--- config.mk ---
export PLATFORM = sky130hd
export DESIGN_NAME = addr_window_decoder
export DESIGN_NICKNAME = d
export VERILOG_FILES = /design/src/rtl/addr_decode_pkg.sv /design/src/rtl/addr_region_match.sv /design/src/rtl/addr_window_decoder.sv
export SDC_FILE = /design/constraint.sdc
export NUM_CORES = 1
export LEC_CHECK = 0
export CORE_MARGIN = 5
export CORE_UTILIZATION = 34
export CTS_CLUSTER_SIZE = 25
export DETAILED_ROUTE_END_ITERATION = 10
export PLACE_DENSITY = 0.46
export SYNTH_ARGS = -nofsm -noshare
export SYNTH_HDL_FRONTEND = slang
export SYNTH_SLANG_ARGS = --single-unit
--- constraint.sdc ---
create_clock -name Clock -period 23 [get_ports Clock]
set_input_delay 2.3 -clock Clock [delete_from_list [all_inputs] [get_ports Clock]]
set_output_delay 2.3 -clock Clock [all_outputs]
set_load 0.02 [all_outputs]
--- src/rtl/addr_decode_pkg.sv ---
// Shared types and reset-time contents of the address window table.
// Widths are the maxima any instance may use; the decoder truncates them.
package addr_decode_pkg;

  localparam int ADDR_MAX_W = 64;
  localparam int WAIT_MAX_W = 16;

  typedef enum logic [1:0] {
    ST_IDLE,
    ST_WAIT,
    ST_ACK,
    ST_BERR
  } state_t;

  typedef struct packed {
    logic [ADDR_MAX_W-1:0] base;
    logic [ADDR_MAX_W-1:0] mask;
    logic [WAIT_MAX_W-1:0] wait_cnt;
    logic                  enable;
  } region_entry_t;

  localparam region_entry_t ROM_ENTRY  = '{base: 64'h0000_0000, mask: 64'hFFFF_8000,
                                           wait_cnt: 16'd0, enable: 1'b1};
  localparam region_entry_t IO_ENTRY   = '{base: 64'h0040_0000, mask: 64'hFFFF_0000,
                                           wait_cnt: 16'd1, enable: 1'b1};
  localparam region_entry_t DRAM_ENTRY = '{base: 64'h0800_0000, mask: 64'hFC00_0000,
                                           wait_cnt: 16'd2, enable: 1'b1};
  localparam region_entry_t SRAM_ENTRY = '{base: 64'hF000_0000, mask: 64'hFFFC_0000,
                                           wait_cnt: 16'd0, enable: 1'b1};

  function automatic region_entry_t default_entry(input int idx);
    case (idx)
      0:       return ROM_ENTRY;
      1:       return IO_ENTRY;
      2:       return DRAM_ENTRY;
      3:       return SRAM_ENTRY;
      default: return '0;
    endcase
  endfunction

  function automatic logic [ADDR_MAX_W-1:0] dflt_base(input int idx);
    region_entry_t e;
    e = default_entry(idx);
    return e.base;
  endfunction

  function automatic logic [ADDR_MAX_W-1:0] dflt_mask(input int idx);
    region_entry_t e;
    e = default_entry(idx);
    return e.mask;
  endfunction

  function automatic logic [WAIT_MAX_W-1:0] dflt_wait(input int idx);
    region_entry_t e;
    e = default_entry(idx);
    return e.wait_cnt;
  endfunction

  function automatic logic dflt_enable(input int idx);
    region_entry_t e;
    e = default_entry(idx);
    return e.enable;
  endfunction

endpackage

--- src/rtl/addr_region_match.sv ---
// Single decode-window comparator: hit when enabled and masked address equals masked base.
module addr_region_match
  import addr_decode_pkg::*;
#(
  parameter int ADDR_W = 32
) (
  input  logic [ADDR_W-1:0] addr,
  input  logic [ADDR_W-1:0] base,
  input  logic [ADDR_W-1:0] mask,
  input  logic              enable,
  output logic              hit
);

  assign hit = enable && ((addr & mask) == (base & mask));

endmodule

--- src/rtl/addr_window_decoder.sv ---
// CPU address window decoder: programmable region table, priority select,
// wait-state counting and DTACK/BERR handshake with registered outputs.
module addr_window_decoder
  import addr_decode_pkg::*;
#(
  parameter int NUM_REGIONS = 8,
  parameter int ADDR_W      = 32,
  parameter int WAIT_W      = 4,
  localparam int IDX_W      = $clog2(NUM_REGIONS)
) (
  input  logic                   Clock,
  input  logic                   Reset_H,
  input  logic [ADDR_W-1:0]      Address,
  input  logic                   AS_L,
  output logic [NUM_REGIONS-1:0] Select_H,
  output logic                   Dtack_L,
  output logic                   BusError_L,
  input  logic                   CfgWrite_H,
  input  logic [IDX_W-1:0]       CfgIndex,
  input  logic [ADDR_W-1:0]      CfgBase,
  input  logic [ADDR_W-1:0]      CfgMask,
  input  logic [WAIT_W-1:0]      CfgWait,
  input  logic                   CfgEnable
);

  logic [NUM_REGIONS-1:0][ADDR_W-1:0] base_q;
  logic [NUM_REGIONS-1:0][ADDR_W-1:0] mask_q;
  logic [NUM_REGIONS-1:0][WAIT_W-1:0] wait_q;
  logic [NUM_REGIONS-1:0]             en_q;

  logic                   cfg_ok;
  assign cfg_ok = CfgWrite_H && (32'(CfgIndex) < 32'(NUM_REGIONS));

  // Writes land at the edge, so a decode on the same edge still sees the old entry.
  always_ff @(posedge Clock or posedge Reset_H) begin
    if (Reset_H) begin
      for (int i = 0; i < NUM_REGIONS; i++) begin
        base_q[i] <= ADDR_W'(dflt_base(i));
        mask_q[i] <= ADDR_W'(dflt_mask(i));
        wait_q[i] <= WAIT_W'(dflt_wait(i));
        en_q[i]   <= dflt_enable(i);
      end
    end else if (cfg_ok) begin
      base_q[CfgIndex] <= CfgBase;
      mask_q[CfgIndex] <= CfgMask;
      wait_q[CfgIndex] <= CfgWait;
      en_q[CfgIndex]   <= CfgEnable;
    end
  end

  logic [NUM_REGIONS-1:0] hit;

  for (genvar g = 0; g < NUM_REGIONS; g++) begin : g_match
    addr_region_match #(.ADDR_W(ADDR_W)) u_match (
      .addr   (Address),
      .base   (base_q[g]),
      .mask   (mask_q[g]),
      .enable (en_q[g]),
      .hit    (hit[g])
    );
  end

  logic             any_hit;
  logic [IDX_W-1:0] win_idx;

  always_comb begin
    any_hit = 1'b0;
    win_idx = '0;
    for (int i = NUM_REGIONS - 1; i >= 0; i--) begin
      if (hit[i]) begin
        any_hit = 1'b1;
        win_idx = IDX_W'(i);
      end
    end
  end

  state_t                 state, state_n;
  logic [WAIT_W-1:0]      cnt, cnt_n;
  logic [NUM_REGIONS-1:0] sel_q, sel_n;
  logic                   dtack_q, dtack_n;
  logic                   berr_q, berr_n;

  always_ff @(posedge Clock or posedge Reset_H) begin
    if (Reset_H) begin
      state   <= ST_IDLE;
      cnt     <= '0;
      sel_q   <= '0;
      dtack_q <= 1'b1;
      berr_q  <= 1'b1;
    end else begin
      state   <= state_n;
      cnt     <= cnt_n;
      sel_q   <= sel_n;
      dtack_q <= dtack_n;
      berr_q  <= berr_n;
    end
  end

  // Leaving IDLE only ever happens on AS_L low, and returning only on AS_L high,
  // so a strobe held low never re-decodes without first being seen high.
  always_comb begin
    state_n = state;
    cnt_n   = cnt;
    sel_n   = sel_q;
    dtack_n = dtack_q;
    berr_n  = berr_q;
    case (state)
      ST_IDLE: begin
        if (!AS_L) begin
          if (any_hit) begin
            sel_n          = '0;
            sel_n[win_idx] = 1'b1;
            cnt_n          = wait_q[win_idx];
            state_n        = ST_WAIT;
          end else begin
            berr_n  = 1'b0;
            state_n = ST_BERR;
          end
        end
      end
      ST_WAIT: begin
        if (AS_L) begin
          sel_n   = '0;
          cnt_n   = '0;
          state_n = ST_IDLE;
        end else if (cnt == '0) begin
          dtack_n = 1'b0;
          state_n = ST_ACK;
        end else begin
          cnt_n = cnt - 1'b1;
        end
      end
      ST_ACK, ST_BERR: begin
        if (AS_L) begin
          sel_n   = '0;
          dtack_n = 1'b1;
          berr_n  = 1'b1;
          cnt_n   = '0;
          state_n = ST_IDLE;
        end
      end
      default: begin
        sel_n   = '0;
        dtack_n = 1'b1;
        berr_n  = 1'b1;
        cnt_n   = '0;
        state_n = ST_IDLE;
      end
    endcase
  end

  assign Select_H   = sel_q;
  assign Dtack_L    = dtack_q;
  assign BusError_L = berr_q;

endmodule
Word level (Yosys, flattened, before mapping)

Cells that the tools add are included.

Shift-type cells: 0
Equal/unequal tests: 20
Multiplexer cells: 53
Reduce and logical (&&, ||, !) cells: 21
Div/mod/pow operators: 0
Add/sub/neg operators: 1
Bitwise logic cells: 16
$mul: 0
Order comparisons: 4

Operator list:

| cell                                                                  | count |
|---|---|
| 32-bit AND                                                            | 16 |
| 256-bit bitwise mux                                                   | 2 |
| 32-bit == test                                                        | 8 |
| 32-bit demux with 3-bit select                                        | 1 |
| 32-bit bitwise mux                                                    | 1 |
| 32-bit two-way mux                                                    | 1 |
| 4-bit two-way mux                                                     | 7 |
| 3-bit two-way mux                                                     | 8 |
| 8-bit two-way mux                                                     | 3 |
| 8-bit one-hot mux with 2 select lines                                 | 1 |
| 1-bit two-way mux                                                     | 15 |
| 4-bit binary-select mux with 3-bit select                             | 1 |
| 4-bit demux with 3-bit select                                         | 1 |
| 2-bit inequality test, second input constant                          | 6 |
| 4-bit one-hot mux with 3 select lines                                 | 1 |
| 4-bit AND reduction                                                   | 3 |
| 1-bit logical AND                                                     | 10 |
| 2-bit two-way mux                                                     | 5 |
| 8-bit bitwise mux                                                     | 1 |
| 3-bit by 4-bit < comparator with 1-bit output, second input constant  | 2 |
| 1-bit demux with 3-bit select                                         | 2 |
| 3-bit by 1-bit >= comparator with 1-bit output, second input constant | 2 |
| 3-bit inequality test, second input constant                          | 2 |
| 2-bit one-hot mux with 3 select lines                                 | 1 |
| other kinds (11)                                                      | 15 |

Bits in latches: 0
Input bits: 108
Memories kept: 0
Register bits after elaboration: 568
Memory bits (read-only): 0
Logic and storage cells: 145
Memory bits (writable): 0

Logic depth before layout (Yosys ltp)

Depth after elaboration: 18
Gate-level depth with buffers: 12
Mapped depth without buffers: 10

By module

From an unflattened synthesis, not the netlist that was laid out.

Cell total of the unflattened synthesis: 1738
Area total of the unflattened synthesis: 25486.9 µm²

Modules (own cells, without submodules):

| module              | instances | cells an instance | area each (µm²) |
|---|---|---|---|
| addr_window_decoder | 1         | 1322              | 21763.4 |
| addr_region_match   | 8         | 52                | 465.4 |

Worst setup path after synthesis

OpenSTA, ideal clock, no wires.

Kind: input -> register
Start: input Address[3]
End: register cnt[0]
Setup time: 0.130 ns
Arrival: 4.586 ns
Slack: 18.284 ns
Cell stages on the path: 11
Data required time: 22.870 ns
Cell sequence: buf_2 -> xor2_1 -> a22oi_1 -> nand4_1 -> nor4_2 -> nand2_1 -> a222oi_1 -> or3b_1 -> a21boi_1 -> a2111oi_2 -> a21oi_1

Longest elaborated chain between the ends: 16
Elaborated cells on any way between the ends: 47

Ends and longest elaborated chain:

| what                                      | RTL line                   | text |
|---|---|---|
| start, declared                           | addr_window_decoder.sv:13  | `input logic [ADDR_W-1:0] Address,` |
| 32-bit AND                                | addr_region_match.sv:14    | `assign hit = enable && ((addr & mask) == (base & mask));` |
| 32-bit == test                            | addr_region_match.sv:14    |  |
| 1-bit logical AND                         | addr_region_match.sv:14    |  |
| 3-bit two-way mux (8 in a row)            | addr_window_decoder.sv:70  | `if (hit[i]) begin` |
| 4-bit binary-select mux with 3-bit select | addr_window_decoder.sv:113 | `cnt_n = wait_q[win_idx];` |
| 4-bit two-way mux (not written as such)   | addr_window_decoder.sv:113 |  |
| 4-bit two-way mux                         | addr_window_decoder.sv:110 | `if (any_hit) begin` |
| 4-bit two-way mux                         | addr_window_decoder.sv:109 | `if (!AS_L) begin` |
| 4-bit one-hot mux with 3 select lines     | addr_window_decoder.sv:107 | `case (state)` |
| end signal, assigned                      | addr_window_decoder.sv:92  | `cnt <= cnt_n;` |
| end, declared                             | addr_window_decoder.sv:78  | `logic [WAIT_W-1:0] cnt, cnt_n;` |

Parallel ways exist; a longest one is shown, timed or not. The select of a mux whose other input is x is not followed.
A chain may end at the register's enable or synchronous reset.

Worst setup path in the final report

Start: input Address[18]
End: register cnt[2]

Same word-level chain as after synthesis.

==> summary.txt <==
Cells and area
  • Fillers: roughly 7000
  • Nets: 2049
  • Finished Core Util: 40.2%
  • Syn-to-layout area delta: 17.1%
  • Share of layout cells above drive strength 1: approximately two fifths

Logic synthesis
  • Most frequent cell after synthesis: mux2_2
  • Cell accounting for the most synthesized area: dfrtp_1
  • Post-synth EDFFs: 0
  • Syn_nets: 1935
  • Ys Warns: 0
  • Synth async-reset ratio: 100%
  • Post-synth top flop: dfrtp_1
  • Post-synthesis sequential area ratio: 55.9%
  • Largest cells by area after synthesis: dfrtp_1, mux2_2, xor2_1
  • Mean Syn Cell Area: 14.0 sq um
  • Post-Syn Area: around 26000 sq um
  • Post-synth top cells: mux2_2, dfrtp_1, xor2_1, a22oi_1, dfstp_2
  • Mapped Cells: 1825
  • Area fraction of the dominant cell type after synthesis: 49.0%
  • #FFs+latches synth: 568
  • Yosys cell types: 55

Die
  • Die H: 284 microns
  • Die Area: 80800 sq um
  • Core area: 74400 sq um
  • Initial Util: 34.3%
  • Row count: 100
  • Die width: 284 microns
  • # IOs: around 120

GRT
  • GRT Util Overall: 20.7%
  • Total grt overflow: 0
  • Pin count of the biggest net entering global routing: 115
  • First-pass GRT wire length: between 100 and 150 mm
  • Vias in the first global route: 16300
  • Initial antenna violation count: 4
  • Most Used Layer, Global Route: met2
  • Met2 Use GR: 33.5%
  • Met3 usage: around 3.3%
  • Met1 Usage GRT: approximately 29%

CTS
  • Postcts setup bufs: 0
  • Root Buffer: clkbuf_16
  • Clock insertion delay at the later pin of the skew report: around 0.6 ns
  • Hold Buf Count CTS: 0
  • Clock buffer depth: 3
  • CTS tree: built
  • Clk sink count: 568
  • CTS buffer count: 67
  • Post-CTS resize count: 0
  • H-tree Lvls: 3
  • Clk slew on worst S/H paths: around 0.06 ns

Job
  • Max-cap violation count: 0

Placement
  • I/O Buffers: between 100 and 150
  • Final HPWL DP: 57.4 mm
  • Setup WS pre-CTS: between 15 and 20 ns
  • Final RePlAce weighted congestion: a little over 0.8

Timing
  • Unrepaired setup endpoints after global routing: no
  • Fin crit period: 6.28 ns
  • Setup violators final: 0
  • Achievable frequency: ~160 MHz
  • Relative slew slack: 22.4%
  • Tightest Pin Transition: between 1 and 1.5 ns
  • Worst setup margin: between 15 and 20 ns
  • Fin. max-slew vios: 0
  • Setup_tns: 0 ns
  • Min Hold Slack: 0.503 ns
  • Final Hold Violating Endpoints: 0
  • Crit share post-route: 27.3%
  • Final Skew: ~0.021 ns

Worst setup path
  • Crit path max fanout: 16
  • Critical path class: input port to flip-flop
  • Crit path arrival time: 6.75 ns
  • Startpoint types: input port
  • Crit end category: flip-flop
  • Req. time, crit path: 23.47 ns

Detailed routing
  • DR pass1 iterations: 7
  • Vias: 15500
  • Via-per-instance ratio: 5.23
  • Drt wl/cell: 28.4 microns
  • Antenna viol nets, final: 0
  • DRT iter0 DRCs: 788
  • Routed WL: around 84 mm
  • Remaining DRCs: 0

Pwr
  • Worst vdd ir: 0.0000618 V
  • Pleak: 12.6 nW
  • PD cells: roughly 100 nW/um^2

Run status
  • Status: completed

Worst hold path
  • Worst min-delay path category: flip-flop to flip-flop
metal layers:
layer	vias up	wire, microns
met5	-	0
met4	0	1900
met3	98	2820
met2	272	39800
met1	8326	39500
li1	6802	-
cells by family (layout without fill, tap and decap cells):
logic type               count (synthesis)  in the layout  synth area share, %
flip-flops                             568            568                 55.9
multiplexers                           564            564                 24.8
XOR/XNOR                               256            256                 8.77
AO/OA/AOI/OAI                          186            186                 5.45
AND/OR/NAND/NOR                        132            132                 2.78
buffers and inverters                  117            284                 2.19
adder cells (fa/ha/maj)                  2              2               0.0979
other                                    0              1                    0
registers in the layout, indices dropped and copies added, names as in the netlist:
signal / flops
base_q: 256
mask_q: 256
wait_q: 32
Select_H: 8
en_q: 8
cnt: 4
state: 2
BusError_L: 1
Dtack_L: 1
final timing paths:
| path | startpoint | to | slack (ns) | depth (start not counted) |
|---|---|---|---|---|
| min reg2reg | mask_q[216] | mask_q[216] | 0.50 | 1 |
| min | mask_q[216] | mask_q[216] | 0.50 | 1 |
| max reg2reg | base_q[10] | cnt[2] | 18.93 | 10 |
| max | Address[18] | cnt[2] | 16.72 | 11 |
| max in group asynchronous | Reset_H | base_q[40] | 16.83 | 6 |
| min in group asynchronous | Reset_H | base_q[123] | 2.24 | 2 |
final cells by class:
| cell class | count | area (sq um) | area share (%) |
|---|---|---|---|
| Antenna cell | 1 | 2.50 | 0.00836 |
| Clock buffer | 105 | 2060 | 6.90 |
| Clock inverter | 17 | 168 | 0.560 |
| Inverter | 17 | 71.3 | 0.238 |
| Multi-Input combinational cell | 1140 | 10700 | 35.8 |
| Sequential cell | 568 | 14300 | 47.8 |
| Tap cell | 969 | 1210 | 4.05 |
| Timing Repair Buffer | 145 | 1380 | 4.62 |
worst max-delay path: stages:
cell and delay [ns]:
clkdlybuf4s50_1 0.76, xor2_1 0.30, a22oi_1 0.46, nand4_1 0.29, nor4_2 0.76, nand2_1 0.35, nand2_1 0.27, o211ai_2 0.43
mux2_2 0.43, a211oi_1 0.26, a22oi_1 0.12
report_power, final:
part	leakage (nW)	switching, W	internal [W]
Clock	1.11	0.000428	0.000651
Combinational	4.80	0.000337	0.000287
Sequential	6.74	0.000127	0.00124
per-stage QoR:
stage / instance area, sq um / total power (W) / std cells
after CTS: 29900 / 0.00310 / 2961
after floorplan: 25600 / 0.00175 / 1825
after global placement: 27700 / 0.00200 / 2839
after detailed placement: 27700 / 0.00201 / 2839
after global routing: 29900 / 0.00321 / 2961
final: 29900 / 0.00307 / 2962
layout by cell type, fill, tap and decap left out, drive strengths merged, types with 2 or more instances in the layout:
| master | n |
|---|---|
| and2 | 3 |
| nand3 | 4 |
| a222oi | 8 |
| nand2b | 4 |
| a31oi | 6 |
| xor2 | 256 |
| a22o | 7 |
| clkdlybuf4s50 | 117 |
| nor4 | 7 |
| nand4 | 33 |
| buf | 28 |
| dfstp | 67 |
| or3 | 2 |
| o21a | 3 |
| o21ai | 17 |
| a211oi | 3 |
| a21oi | 10 |
| bufinv | 3 |
| inv | 18 |
| a22oi | 118 |
| nor2 | 22 |
| nor3 | 5 |
| or2 | 4 |
| o22a | 2 |
| clkbuf | 105 |
| o211ai | 2 |
| mux2i | 10 |
| ha | 2 |
| clkinv | 13 |
| mux2 | 554 |
| nand2 | 34 |
| dfrtp | 501 |
| nor3b | 6 |
| nand4b | 3 |
| and3 | 2 |
No activity file was read; power rests on OpenSTA's default activity.
